File: src/rtl/seq_detect_pkg.sv
// Elaboration-time helpers for the parametrised serial-pattern detector:
// KMP transition function, pattern border and state-width calculation.
package seq_detect_pkg;

    localparam int unsigned MIN_PAT_LEN = 2;
    localparam int unsigned MAX_PAT_LEN = 32;

    function automatic int unsigned calc_st_w(input int unsigned len);
        return (len < 2) ? 1 : $clog2(len);
    endfunction

    // Bit i in arrival order; the pattern MSB is received first.
    function automatic logic pat_bit(input logic [31:0] pattern,
                                     input int unsigned len,
                                     input int unsigned i);
        return pattern[len - 1 - i];
    endfunction

    function automatic int unsigned border(input logic [31:0] pattern,
                                           input int unsigned len);
        int unsigned best;
        logic        ok;
        best = 0;
        for (int unsigned k = 1; k < len; k++) begin
            ok = 1'b1;
            for (int unsigned j = 0; j < k; j++) begin
                if (pat_bit(pattern, len, j) != pat_bit(pattern, len, len - k + j)) begin
                    ok = 1'b0;
                end
            end
            if (ok) begin
                best = k;
            end
        end
        return best;
    endfunction

    // Longest suffix of (matched prefix, new bit) that is a proper prefix of the pattern.
    function automatic int unsigned next_state(input logic [31:0] pattern,
                                               input int unsigned len,
                                               input int unsigned ps,
                                               input logic        in_bit);
        logic [32:0] seen;
        int unsigned kmax;
        int unsigned best;
        logic        ok;
        seen = '0;
        for (int unsigned j = 0; j < ps; j++) begin
            seen[j] = pat_bit(pattern, len, j);
        end
        seen[ps] = in_bit;
        kmax = (ps + 1 < len - 1) ? ps + 1 : len - 1;
        best = 0;
        for (int unsigned k = 1; k <= kmax; k++) begin
            ok = 1'b1;
            for (int unsigned j = 0; j < k; j++) begin
                if (seen[ps + 1 - k + j] != pat_bit(pattern, len, j)) begin
                    ok = 1'b0;
                end
            end
            if (ok) begin
                best = k;
            end
        end
        return best;
    endfunction

endpackage

File: src/rtl/seq_det_sat_cnt.sv
// Saturating up-counter with synchronous clear; holds at all-ones instead of wrapping.
module seq_det_sat_cnt #(
    parameter int WIDTH = 8
) (
    input  logic             clk,
    input  logic             rst,
    input  logic             inc,
    input  logic             clr,
    output logic [WIDTH-1:0] count
);

    logic [WIDTH-1:0] r_count;

    always_ff @(posedge clk or negedge rst) begin
        if (!rst) begin
            r_count <= '0;
        end else if (clr) begin
            r_count <= '0;
        end else if (inc && (r_count != '1)) begin
            r_count <= r_count + 1'b1;
        end
    end

    assign count = r_count;

endmodule

File: src/rtl/seq_detect_param.sv
// Parametrised Mealy serial-pattern detector driven by an elaboration-time KMP table,
// with input-valid qualifier, registered detect copy and saturating detect counter.
module seq_detect_param
    import seq_detect_pkg::*;
#(
    parameter int               PAT_LEN = 6,
    parameter logic [PAT_LEN-1:0] PATTERN = 6'b111010,
    parameter bit               OVERLAP = 1'b1,
    parameter int               CNT_W   = 8
) (
    input  logic             clk,
    input  logic             rst,
    input  logic             clr,
    input  logic             in_valid,
    input  logic             in_seq,
    output logic             det_out,
    output logic             det_reg,
    output logic [CNT_W-1:0] det_count
);

    localparam int unsigned ST_W   = calc_st_w(PAT_LEN);
    localparam logic [31:0] PAT32  = 32'(PATTERN);
    localparam int unsigned BORDER = border(PAT32, PAT_LEN);

    localparam logic [ST_W-1:0] ST_IDLE    = '0;
    localparam logic [ST_W-1:0] ST_LAST    = ST_W'(PAT_LEN - 1);
    localparam logic [ST_W-1:0] ST_RESTART = OVERLAP ? ST_W'(BORDER) : ST_IDLE;

    if ((PAT_LEN < MIN_PAT_LEN) || (PAT_LEN > MAX_PAT_LEN)) begin : g_bad_len
        $error("seq_detect_param: PAT_LEN=%0d outside 2..32", PAT_LEN);
    end
    if (CNT_W < 1) begin : g_bad_cnt
        $error("seq_detect_param: CNT_W must be at least 1");
    end

    logic [ST_W-1:0]    r_ps;
    logic               r_det_reg;
    logic [ST_W-1:0]    w_ns;
    logic [ST_W-1:0]    w_ns_tbl [PAT_LEN][2];
    logic [PAT_LEN-1:0] w_exp_tbl;
    logic               w_exp;
    logic               w_hit;

    // Constant transition and expected-bit tables, one row per matched-prefix length.
    for (genvar gp = 0; gp < PAT_LEN; gp++) begin : g_tbl
        localparam int unsigned NS0 = next_state(PAT32, PAT_LEN, gp, 1'b0);
        localparam int unsigned NS1 = next_state(PAT32, PAT_LEN, gp, 1'b1);
        assign w_ns_tbl[gp][0] = ST_W'(NS0);
        assign w_ns_tbl[gp][1] = ST_W'(NS1);
        assign w_exp_tbl[gp]   = PATTERN[PAT_LEN-1-gp];
    end

    assign w_exp = w_exp_tbl[r_ps];
    assign w_hit = rst & ~clr & in_valid & (in_seq == w_exp) & (r_ps == ST_LAST);

    always_comb begin
        w_ns = r_ps;
        if (clr) begin
            w_ns = ST_IDLE;
        end else if (in_valid) begin
            if (w_hit) begin
                w_ns = ST_RESTART;
            end else begin
                w_ns = w_ns_tbl[r_ps][in_seq];
            end
        end
    end

    always_ff @(posedge clk or negedge rst) begin
        if (!rst) begin
            r_ps      <= ST_IDLE;
            r_det_reg <= 1'b0;
        end else begin
            r_ps      <= w_ns;
            r_det_reg <= w_hit;
        end
    end

    seq_det_sat_cnt #(
        .WIDTH(CNT_W)
    ) u_cnt (
        .clk  (clk),
        .rst  (rst),
        .inc  (w_hit),
        .clr  (clr),
        .count(det_count)
    );

    assign det_out = w_hit;
    assign det_reg = r_det_reg;

endmodule

File: config.mk
export PLATFORM = sky130hd
export DESIGN_NAME = seq_detect_param
export DESIGN_NICKNAME = d
export VERILOG_FILES = /design/src/rtl/seq_detect_pkg.sv /design/src/rtl/seq_det_sat_cnt.sv /design/src/rtl/seq_detect_param.sv
export SDC_FILE = /design/constraint.sdc
export NUM_CORES = 1
export LEC_CHECK = 0
export CORE_MARGIN = 3
export CORE_UTILIZATION = 50
export DETAILED_ROUTE_END_ITERATION = 10
export PLACE_DENSITY = 0.87
export SYNTH_ARGS = -nofsm -noshare
export SYNTH_HDL_FRONTEND = slang
export SYNTH_HIERARCHICAL = 1
export SYNTH_SLANG_ARGS = --single-unit
File: constraint.sdc
create_clock -name clk -period 3.6 [get_ports clk]
set_input_delay 0.36 -clock clk [delete_from_list [all_inputs] [get_ports clk]]
set_output_delay 0.36 -clock clk [all_outputs]
set_load 0.1 [all_outputs]
==> results of run 1 <==
[cell type report]
cell class	instances	area, µm²
Timing Repair Buffer	15	145
Sequential cell	12	300
Fill cell	100	328
Clock buffer	3	22.5
Inverter	5	18.8
Multi-Input combinational cell	49	354
Tap cell	14	17.5
[power by group through the flow]
stage | Sequential (mW) | Combinational (mW) | Clock [mW]
final | 0.137 | 0.0173 | 0.0783
after global routing | 0.137 | 0.0193 | 0.0894
after CTS | 0.137 | 0.0175 | 0.0821
after detailed placement | 0.139 | 0.0175 | 0
after global placement | 0.139 | 0.0172 | 0
after floorplan | 0.139 | 0.00707 | 0
[layer usage]
metal | routed length (µm) | track usage | part of all wire | vias up
met3 | 102 | 0.0593 | 0.074 | 4
met2 | 592 | 0.231 | 0.43 | 29
met5 | 0 | 0 | 0 | -
met4 | 14 | 0.0559 | 0.010 | 0
met1 | 664 | 0.225 | 0.48 | 273
li1 | - | - | - | 288
[through the flow]
step | utilization | power (mW) | hold slack [ns] | cells | area, µm²
detailed placement | 0.705 | 0.157 | 0.543 | 95 | 836
global route | 0.724 | 0.245 | 0.394 | 98 | 858
global placement | 0.705 | 0.156 | 0.537 | 95 | 836
floorplan | - | 0.146 | 0.0644 | 68 | 682
CTS | 0.724 | 0.236 | 0.387 | 98 | 858
finish | 0.724 | 0.232 | 0.390 | 98 | 858
[worst paths after layout]
| check | start | endpoint | slack, ns |
|---|---|---|---|
| min | rst | u_cnt/count[4] | 0.39 |
| max | in_valid | det_out | 1.03 |
| min reg2reg | r_ps[1] | det_reg | 0.55 |
| max reg2reg | r_ps[0] | u_cnt/count[5] | 1.27 |
| max in group asynchronous | rst | u_cnt/count[2] | 3.05 |
| min in group clk | r_ps[1] | det_reg | 0.55 |
[cell families after synthesis]
logic type | share of synthesized area
flops | 0.446
simple gates | 0.284
fa+ha+maj | 0.0186
mux | 0.0632
buf+inv | 0.0409
compound gates | 0.147
[cell usage after synthesis, types with 2 or more instances]
cell	count	area, µm²
sky130_fd_sc_hd__a21oi_1	5	25.0
sky130_fd_sc_hd__inv_1	4	15.0
sky130_fd_sc_hd__nor3_1	4	20.0
sky130_fd_sc_hd__mux2_2	2	22.5
sky130_fd_sc_hd__nor2_1	2	7.51
sky130_fd_sc_hd__nand3_1	3	15.0
sky130_fd_sc_hd__nand2b_1	5	31.3
sky130_fd_sc_hd__nand2_1	2	7.51
sky130_fd_sc_hd__mux2i_1	2	20.0
sky130_fd_sc_hd__nor2b_1	4	25.0
sky130_fd_sc_hd__dfrtp_1	12	300
[critical path, cell delays in order]
cell	delay, ns
sky130_fd_sc_hd__clkdlybuf4s50_1	0.53
sky130_fd_sc_hd__inv_1	0.08
sky130_fd_sc_hd__or3_4	0.35
sky130_fd_sc_hd__nor4_4	0.48
sky130_fd_sc_hd__buf_4	0.39
[cell usage in the layout (no fill, tap or decap), types with 2 or more instances in the layout]
cell type,count
sky130_fd_sc_hd__clkdlybuf4s50_1,13
sky130_fd_sc_hd__dfrtp_1,12
sky130_fd_sc_hd__nand2b_1,5
sky130_fd_sc_hd__a21oi_1,5
sky130_fd_sc_hd__inv_1,4
sky130_fd_sc_hd__nor2b_1,4
sky130_fd_sc_hd__nor3_1,4
sky130_fd_sc_hd__nand3_1,3
sky130_fd_sc_hd__clkbuf_4,3
sky130_fd_sc_hd__mux2i_1,2
sky130_fd_sc_hd__buf_4,2
sky130_fd_sc_hd__nor2_1,2
sky130_fd_sc_hd__mux2_2,2
sky130_fd_sc_hd__nand2_1,2
==> flow_summary.html, run 1 <==
<table>
<tr><th>Metric</th><th>Value</th></tr>
<tr><th colspan="2">Status</th></tr>
<tr><td>Outcome</td><td>finished clean</td></tr>
<tr><th colspan="2">Min path</th></tr>
<tr><td>Worst min-delay path class</td><td>input pin to asynchronous set/reset pin</td></tr>
<tr><th colspan="2">Setup path</th></tr>
<tr><td>Worst-path fanout max</td><td>11</td></tr>
<tr><td>Critical path endpoint category</td><td>primary output</td></tr>
<tr><td>Critical Path AT</td><td>approximately 2.2 ns</td></tr>
<tr><td>Number of cells on the worst reg-to-reg path</td><td>6</td></tr>
<tr><td>Critical path class</td><td>input pin to primary output</td></tr>
<tr><td>Worst endpoint required time</td><td>between 3 and 4 ns</td></tr>
<tr><td>Startpoint types</td><td>input pin</td></tr>
<tr><th colspan="2">GRT</th></tr>
<tr><td>Initial antenna violation count</td><td>0</td></tr>
<tr><td>Vias in the first global route</td><td>roughly 520</td></tr>
<tr><td>Largest net degree at the start of global routing</td><td>16</td></tr>
<tr><td>Overall Global Routing Usage</td><td>0.162</td></tr>
<tr><td>Global-route wire length before repair</td><td>roughly 2.3 mm</td></tr>
<tr><td>Remaining global-route overflow</td><td>0</td></tr>
<tr><th colspan="2">Timing</th></tr>
<tr><td>Final-report setup violation count</td><td>0</td></tr>
<tr><td>Post-route minimum period</td><td>around 2.6 ns</td></tr>
<tr><td>Final Hold Viols</td><td>0</td></tr>
<tr><td>Final worst slack</td><td>just over 1 ns</td></tr>
<tr><td>Unrepaired setup endpoints after global routing</td><td>false</td></tr>
<tr><td>Ratio of final minimum period to clock period</td><td>0.713</td></tr>
<tr><td>Setup Total Neg Slack</td><td>0 ns</td></tr>
<tr><td>Max Slew Vio Count</td><td>0</td></tr>
<tr><td>Highest clock rate</td><td>0.389 GHz</td></tr>
<tr><td>Actual slew at the worst max-slew pin</td><td>0.977 ns</td></tr>
<tr><td>Layout Skew</td><td>0.00186 ns</td></tr>
<tr><td>Worst relative slew slack</td><td>0.347</td></tr>
<tr><th colspan="2">Clock tree</th></tr>
<tr><td>H-tree Lvls</td><td>1</td></tr>
<tr><td>Post-CTS setup buffer count</td><td>0</td></tr>
<tr><td>Clock sinks</td><td>12</td></tr>
<tr><td>Cells resized by post-CTS repair</td><td>0</td></tr>
<tr><td>Clock slew at reported path FFs</td><td>approximately 0.070 ns</td></tr>
<tr><td>Hold buffer count at CTS</td><td>0</td></tr>
<tr><td>Clock tree from TritonCTS</td><td>done</td></tr>
<tr><td>Clock Latency Late Sink</td><td>0.26 ns</td></tr>
<tr><td>Maximum clock insertion buffer count</td><td>2</td></tr>
<tr><td>Total CTS buffers</td><td>3</td></tr>
<tr><td>Root cell of the clock tree</td><td>sky130_fd_sc_hd__clkbuf_4</td></tr>
<tr><th colspan="2">Cells and area</th></tr>
<tr><td>Area Overhead vs Synth</td><td>27.5%</td></tr>
<tr><td>Post-layout net count</td><td>92</td></tr>
<tr><td>Antenna cells</td><td>0</td></tr>
<tr><td>Layout cell share with drive strength beyond 1</td><td>0.155</td></tr>
<tr><td>Flip-flop count of the largest register, all copies and words added</td><td>8</td></tr>
<tr><th colspan="2">Power</th></tr>
<tr><td>Clock group share of total power</td><td>0.337</td></tr>
<tr><td>Leak</td><td>0.342 nW</td></tr>
<tr><td>Power per standard cell area</td><td>approximately 270 nW/µm²</td></tr>
<tr><td>Switch share</td><td>0.216</td></tr>
<tr><td>Share of power burned in combinational logic</td><td>0.074</td></tr>
<tr><td>Share of power burned in registers</td><td>0.589</td></tr>
<tr><td>Switching power</td><td>50.2 µW</td></tr>
<tr><td>Internal power</td><td>182 µW</td></tr>
<tr><td>IR Drop Worst-Case VDD</td><td>0.000190 V</td></tr>
<tr><th colspan="2">Routing</th></tr>
<tr><td>DRC violations left</td><td>0</td></tr>
<tr><td>Total Wirelength</td><td>1.37 mm</td></tr>
<tr><td>Count of routing violations after the opening detailed-route iteration</td><td>16</td></tr>
<tr><td>Routed wirelength normalized by instance count</td><td>14.0 µm</td></tr>
<tr><td>Number of vias after detailed routing</td><td>between 500 and 600</td></tr>
<tr><td>DR pass1 iterations</td><td>5</td></tr>
<tr><td>Antenna Violating Nets Remaining</td><td>0</td></tr>
<tr><td>Via-to-Cell Ratio</td><td>~6.1</td></tr>
<tr><th colspan="2">Floorplan</th></tr>
<tr><td>Initial core utilization</td><td>0.568</td></tr>
<tr><td>Die height</td><td>between 40 and 50 µm</td></tr>
<tr><td>Horizontal die dimension</td><td>42.7 µm</td></tr>
<tr><td>Core area</td><td>1190 µm²</td></tr>
<tr><td>Number of placed I/O pins</td><td>15</td></tr>
<tr><td>Num rows</td><td>12</td></tr>
<tr><td>Die footprint</td><td>between 1500 and 2000 µm²</td></tr>
<tr><th colspan="2">Synth</th></tr>
<tr><td>Portion of the post-synthesis area used by sequential elements</td><td>0.446</td></tr>
<tr><td>Library cells used by synthesis</td><td>34</td></tr>
<tr><td>Prevailing post-synth register cell</td><td>sky130_fd_sc_hd__dfrtp_1</td></tr>
<tr><td>Warning count from the yosys run</td><td>6</td></tr>
<tr><td>Post-synth EDFFs</td><td>0</td></tr>
<tr><td>Post-Syn Instances</td><td>68</td></tr>
<tr><td>Fraction of synthesis flops using an asynchronous set or reset pin</td><td>1.00</td></tr>
<tr><td>Synthesized area per cell</td><td>slightly below 10 µm²</td></tr>
<tr><td>Area of the mapped netlist</td><td>roughly 670 µm²</td></tr>
<tr><td>Post-Synthesis Net Count</td><td>74</td></tr>
<tr><td>Flip-flop and latch count after synthesis</td><td>12</td></tr>
<tr><th colspan="2">Job</th></tr>
<tr><td>Number of maximum-capacitance violations</td><td>0</td></tr>
<tr><th colspan="2">Placed design</th></tr>
<tr><td>Global placer's final weighted congestion</td><td>0.790</td></tr>
<tr><td>Half-perimeter wire length after placement</td><td>941 µm</td></tr>
<tr><td>Post-placement setup slack</td><td>0.879 ns</td></tr>
<tr><td>IO buf count</td><td>14</td></tr>
</table>
No activity file was read; power rests on OpenSTA's default activity.
==> run 2: changes to the inputs <==
--- a/config.mk
+++ b/config.mk
@@ -6,9 +6,9 @@
 export NUM_CORES = 1
 export LEC_CHECK = 0
 export CORE_MARGIN = 3
-export CORE_UTILIZATION = 50
+export CORE_UTILIZATION = 47
 export DETAILED_ROUTE_END_ITERATION = 10
-export PLACE_DENSITY = 0.87
+export PLACE_DENSITY = 0.83
 export SYNTH_ARGS = -nofsm -noshare
 export SYNTH_HDL_FRONTEND = slang
 export SYNTH_HIERARCHICAL = 1
==> constraint.sdc (replaced) <==
create_clock -name clk -period 2.5 [get_ports clk]
set_input_delay 0.25 -clock clk [delete_from_list [all_inputs] [get_ports clk]]
set_output_delay 0.25 -clock clk [all_outputs]
set_load 0.1 [all_outputs]
==> flow_summary.html, run 2 (synthesized netlist as in run 1, its figures left out) <==
<table>
<tr><th>Metric</th><th>Value</th></tr>
<tr><th colspan="2">Status</th></tr>
<tr><td>Outcome</td><td>finished clean</td></tr>
<tr><th colspan="2">Setup path</th></tr>
<tr><td>Beginning of the critical path</td><td>in_valid</td></tr>
<tr><td>Worst-path fanout max</td><td>8 (-3)</td></tr>
<tr><td>Critical Path AT</td><td>2.01 ns (-0.20 ns)</td></tr>
<tr><td>Critical path class</td><td>input pin to primary output</td></tr>
<tr><td>Startpoint types</td><td>input pin</td></tr>
<tr><td>Critical path endpoint category</td><td>primary output</td></tr>
<tr><td>Reg2reg start</td><td>r_ps[0]</td></tr>
<tr><td>Worst endpoint required time</td><td>2.25 ns (-0.99 ns)</td></tr>
<tr><th colspan="2">Power</th></tr>
<tr><td>Switch share</td><td>0.212 (-0.00348)</td></tr>
<tr><td>Leak</td><td>0.379 nW (+11%)</td></tr>
<tr><td>Share of power burned in registers</td><td>0.523 (-0.066)</td></tr>
<tr><td>Internal power</td><td>296 µW (+63%)</td></tr>
<tr><td>Share of power burned in combinational logic</td><td>0.071 (-0.003)</td></tr>
<tr><td>Power per standard cell area</td><td>424 nW/µm² (+57%)</td></tr>
<tr><td>IR Drop Worst-Case VDD</td><td>0.000225 V (+18%)</td></tr>
<tr><td>Switching power</td><td>79.9 µW (+59%)</td></tr>
<tr><td>Clock group share of total power</td><td>0.405 (+0.068)</td></tr>
<tr><th colspan="2">Clock tree</th></tr>
<tr><td>Clock Latency Late Sink</td><td>0.27 ns (about the same)</td></tr>
<tr><td>Clock tree from TritonCTS</td><td>done</td></tr>
<tr><td>Root cell of the clock tree</td><td>sky130_fd_sc_hd__clkbuf_4</td></tr>
<tr><td>Clock sinks</td><td>12 (unchanged)</td></tr>
<tr><td>Maximum clock insertion buffer count</td><td>2 (unchanged)</td></tr>
<tr><td>Cells resized by post-CTS repair</td><td>0 (unchanged)</td></tr>
<tr><td>Hold buffer count at CTS</td><td>0 (unchanged)</td></tr>
<tr><td>H-tree Lvls</td><td>1 (unchanged)</td></tr>
<tr><td>Post-CTS setup buffer count</td><td>0 (unchanged)</td></tr>
<tr><td>Total CTS buffers</td><td>3 (unchanged)</td></tr>
<tr><td>Clock slew at reported path FFs</td><td>0.07 ns (about the same)</td></tr>
<tr><th colspan="2">Cells and area</th></tr>
<tr><td>Antenna cells</td><td>0 (unchanged)</td></tr>
<tr><td>Final Cell Area</td><td>887 µm² (+3.4%)</td></tr>
<tr><td>Layout cell share with drive strength beyond 1</td><td>0.310 (+0.156)</td></tr>
<tr><td>Commonest non-fill, non-tap cells in the layout</td><td>12 x sky130_fd_sc_hd__dfrtp_1, 12 x sky130_fd_sc_hd__buf_4, 5 x sky130_fd_sc_hd__nand2b_1, 5 x sky130_fd_sc_hd__a21oi_1</td></tr>
<tr><td>Flip-flop count of the largest register, all copies and words added</td><td>8 (unchanged)</td></tr>
<tr><td>Fill count</td><td>100 (unchanged)</td></tr>
<tr><td>Final Instance Count excl. Fillers</td><td>102 (+4.1%)</td></tr>
<tr><td>Area Overhead vs Synth</td><td>31.8%</td></tr>
<tr><td>Post-layout net count</td><td>94 (+2.2%)</td></tr>
<tr><th colspan="2">Timing</th></tr>
<tr><td>Final-report setup violation count</td><td>0 (unchanged)</td></tr>
<tr><td>Ratio of final minimum period to clock period</td><td>0.904</td></tr>
<tr><td>Final Hold Viols</td><td>0 (unchanged)</td></tr>
<tr><td>Post-route minimum period</td><td>2.26 ns</td></tr>
<tr><td>Layout Skew</td><td>0.00135 ns (-0.000510 ns)</td></tr>
<tr><td>Unrepaired setup endpoints after global routing</td><td>false</td></tr>
<tr><td>Actual slew at the worst max-slew pin</td><td>0.395 ns (-0.581 ns)</td></tr>
<tr><td>Worst relative slew slack</td><td>0.730 (+0.383)</td></tr>
<tr><td>Highest clock rate</td><td>~0.44 GHz</td></tr>
<tr><td>Worst Hold Slack</td><td>0.321 ns (-0.0698 ns)</td></tr>
<tr><td>Max Slew Vio Count</td><td>0 (unchanged)</td></tr>
<tr><th colspan="2">Placed design</th></tr>
<tr><td>IO buf count</td><td>14 (unchanged)</td></tr>
<tr><td>Global placer's final weighted congestion</td><td>0.769 (-2.7%)</td></tr>
<tr><td>Cell area after placement</td><td>851 µm² (+1.8%)</td></tr>
<tr><td>Cell total after placement</td><td>98 (+3.2%)</td></tr>
<tr><td>Half-perimeter wire length after placement</td><td>1.09 mm (+16%)</td></tr>
<tr><th colspan="2">Routing</th></tr>
<tr><td>Total Wirelength</td><td>1.51 mm (+10%)</td></tr>
<tr><td>DR pass1 iterations</td><td>4 (-1)</td></tr>
<tr><td>Count of routing violations after the opening detailed-route iteration</td><td>17 (+1)</td></tr>
<tr><td>Via-to-Cell Ratio</td><td>5.99 (-1.2%)</td></tr>
<tr><td>Number of vias after detailed routing</td><td>611 (+2.9%)</td></tr>
<tr><td>Routed wirelength normalized by instance count</td><td>14.8 µm (+5.9%)</td></tr>
<tr><td>DRC violations left</td><td>0 (unchanged)</td></tr>
<tr><td>Antenna Violating Nets Remaining</td><td>0 (unchanged)</td></tr>
<tr><th colspan="2">Job</th></tr>
<tr><td>Number of maximum-capacitance violations</td><td>0 (unchanged)</td></tr>
<tr><th colspan="2">GRT</th></tr>
<tr><td>Remaining global-route overflow</td><td>0 (unchanged)</td></tr>
<tr><td>Largest net degree at the start of global routing</td><td>15 (-1)</td></tr>
<tr><td>Initial antenna violation count</td><td>0 (unchanged)</td></tr>
<tr><td>Overall Global Routing Usage</td><td>0.182 (+0.0195)</td></tr>
<tr><td>Global-route wire length before repair</td><td>2.55 mm (+12%)</td></tr>
<tr><td>Vias in the first global route</td><td>541 (+3.4%)</td></tr>
<tr><th colspan="2">Floorplan</th></tr>
<tr><td>Core area</td><td>1320 µm² (+11%)</td></tr>
<tr><td>Initial core utilization</td><td>0.511 (-0.0566)</td></tr>
<tr><td>Die footprint</td><td>1920 µm² (+5.5%)</td></tr>
<tr><td>Horizontal die dimension</td><td>43.8 µm (+2.7%)</td></tr>
<tr><td>Die height</td><td>43.8 µm (+2.7%)</td></tr>
<tr><td>Num rows</td><td>13 (+1)</td></tr>
<tr><td>Number of placed I/O pins</td><td>15 (unchanged)</td></tr>
<tr><th colspan="2">Min path</th></tr>
<tr><td>Worst min-delay path class</td><td>input pin to asynchronous set/reset pin</td></tr>
</table>
run 2: changes by cell type in the layout (fill, tap and decap cells not counted):
cell / change
sky130_fd_sc_hd__buf_4: +10
sky130_fd_sc_hd__clkdlybuf4s50_1: -9
sky130_fd_sc_hd__a21boi_1: -1
sky130_fd_sc_hd__a21boi_2: +1
sky130_fd_sc_hd__buf_12: +1
sky130_fd_sc_hd__clkbuf_8: +1
sky130_fd_sc_hd__nand3_1: -1
sky130_fd_sc_hd__nand3_2: +1
run 2: final timing paths:
| path | slack (ns) | cells after the start | endpoint |
|---|---|---|---|
| worst max-delay path | 0.24 | 6 | det_out |
| worst min-delay path | 0.32 | 2 | det_reg |
| worst max register to register | 0.53 | 6 | u_cnt/count[5] |
| worst min register to register | 0.54 | 1 | r_ps[0] |
| max in group asynchronous | 2.02 | 2 | r_ps[0] |
| min in group clk | 0.54 | 1 | r_ps[0] |
run 2: final cells by class:
cell class              count  area [µm²]  share of cell area
clock buffers               4        36.3              0.0409
flip-flops and latches     12         300               0.339
inverters                   5        18.8              0.0212
well taps                  15        18.8              0.0212
multi-input cells          49         363               0.409
repair buffers             17         150               0.169
run 2: worst max-delay path, cell delays in order:
cell and delay (ns):
sky130_fd_sc_hd__clkdlybuf4s50_1 0.55, sky130_fd_sc_hd__inv_1 0.09, sky130_fd_sc_hd__or3_4 0.35, sky130_fd_sc_hd__nor4_4 0.35, sky130_fd_sc_hd__buf_4 0.23, sky130_fd_sc_hd__buf_12 0.19
run 2: through the flow:
stage	TNS, ns	setup WS (ns)	util	power (mW)
2_1_floorplan	-2.34	-0.488	-	0.211
3_3_place_gp	0	0.186	0.646	0.227
3_5_place_dp	0	0.105	0.646	0.228
4_1_cts	0	0.249	0.673	0.383
5_1_grt	0	0.154	0.673	0.393
6_report	0	0.240	0.673	0.376
run 2: layer usage:
layer	share of wire	GRT usage
met4	0.035	0.102
met1	0.44	0.239
met3	0.054	0.0622
met5	0	0
met2	0.47	0.259
run 2: power groups by stage:
stage               logic, mW  clock network (mW)  registers [mW]
finish                 0.0268               0.152           0.197
global route           0.0294               0.167           0.197
floorplan              0.0101                   0           0.200
global placement       0.0263                   0           0.201
CTS                    0.0273               0.159           0.197
detailed placement     0.0270                   0           0.201
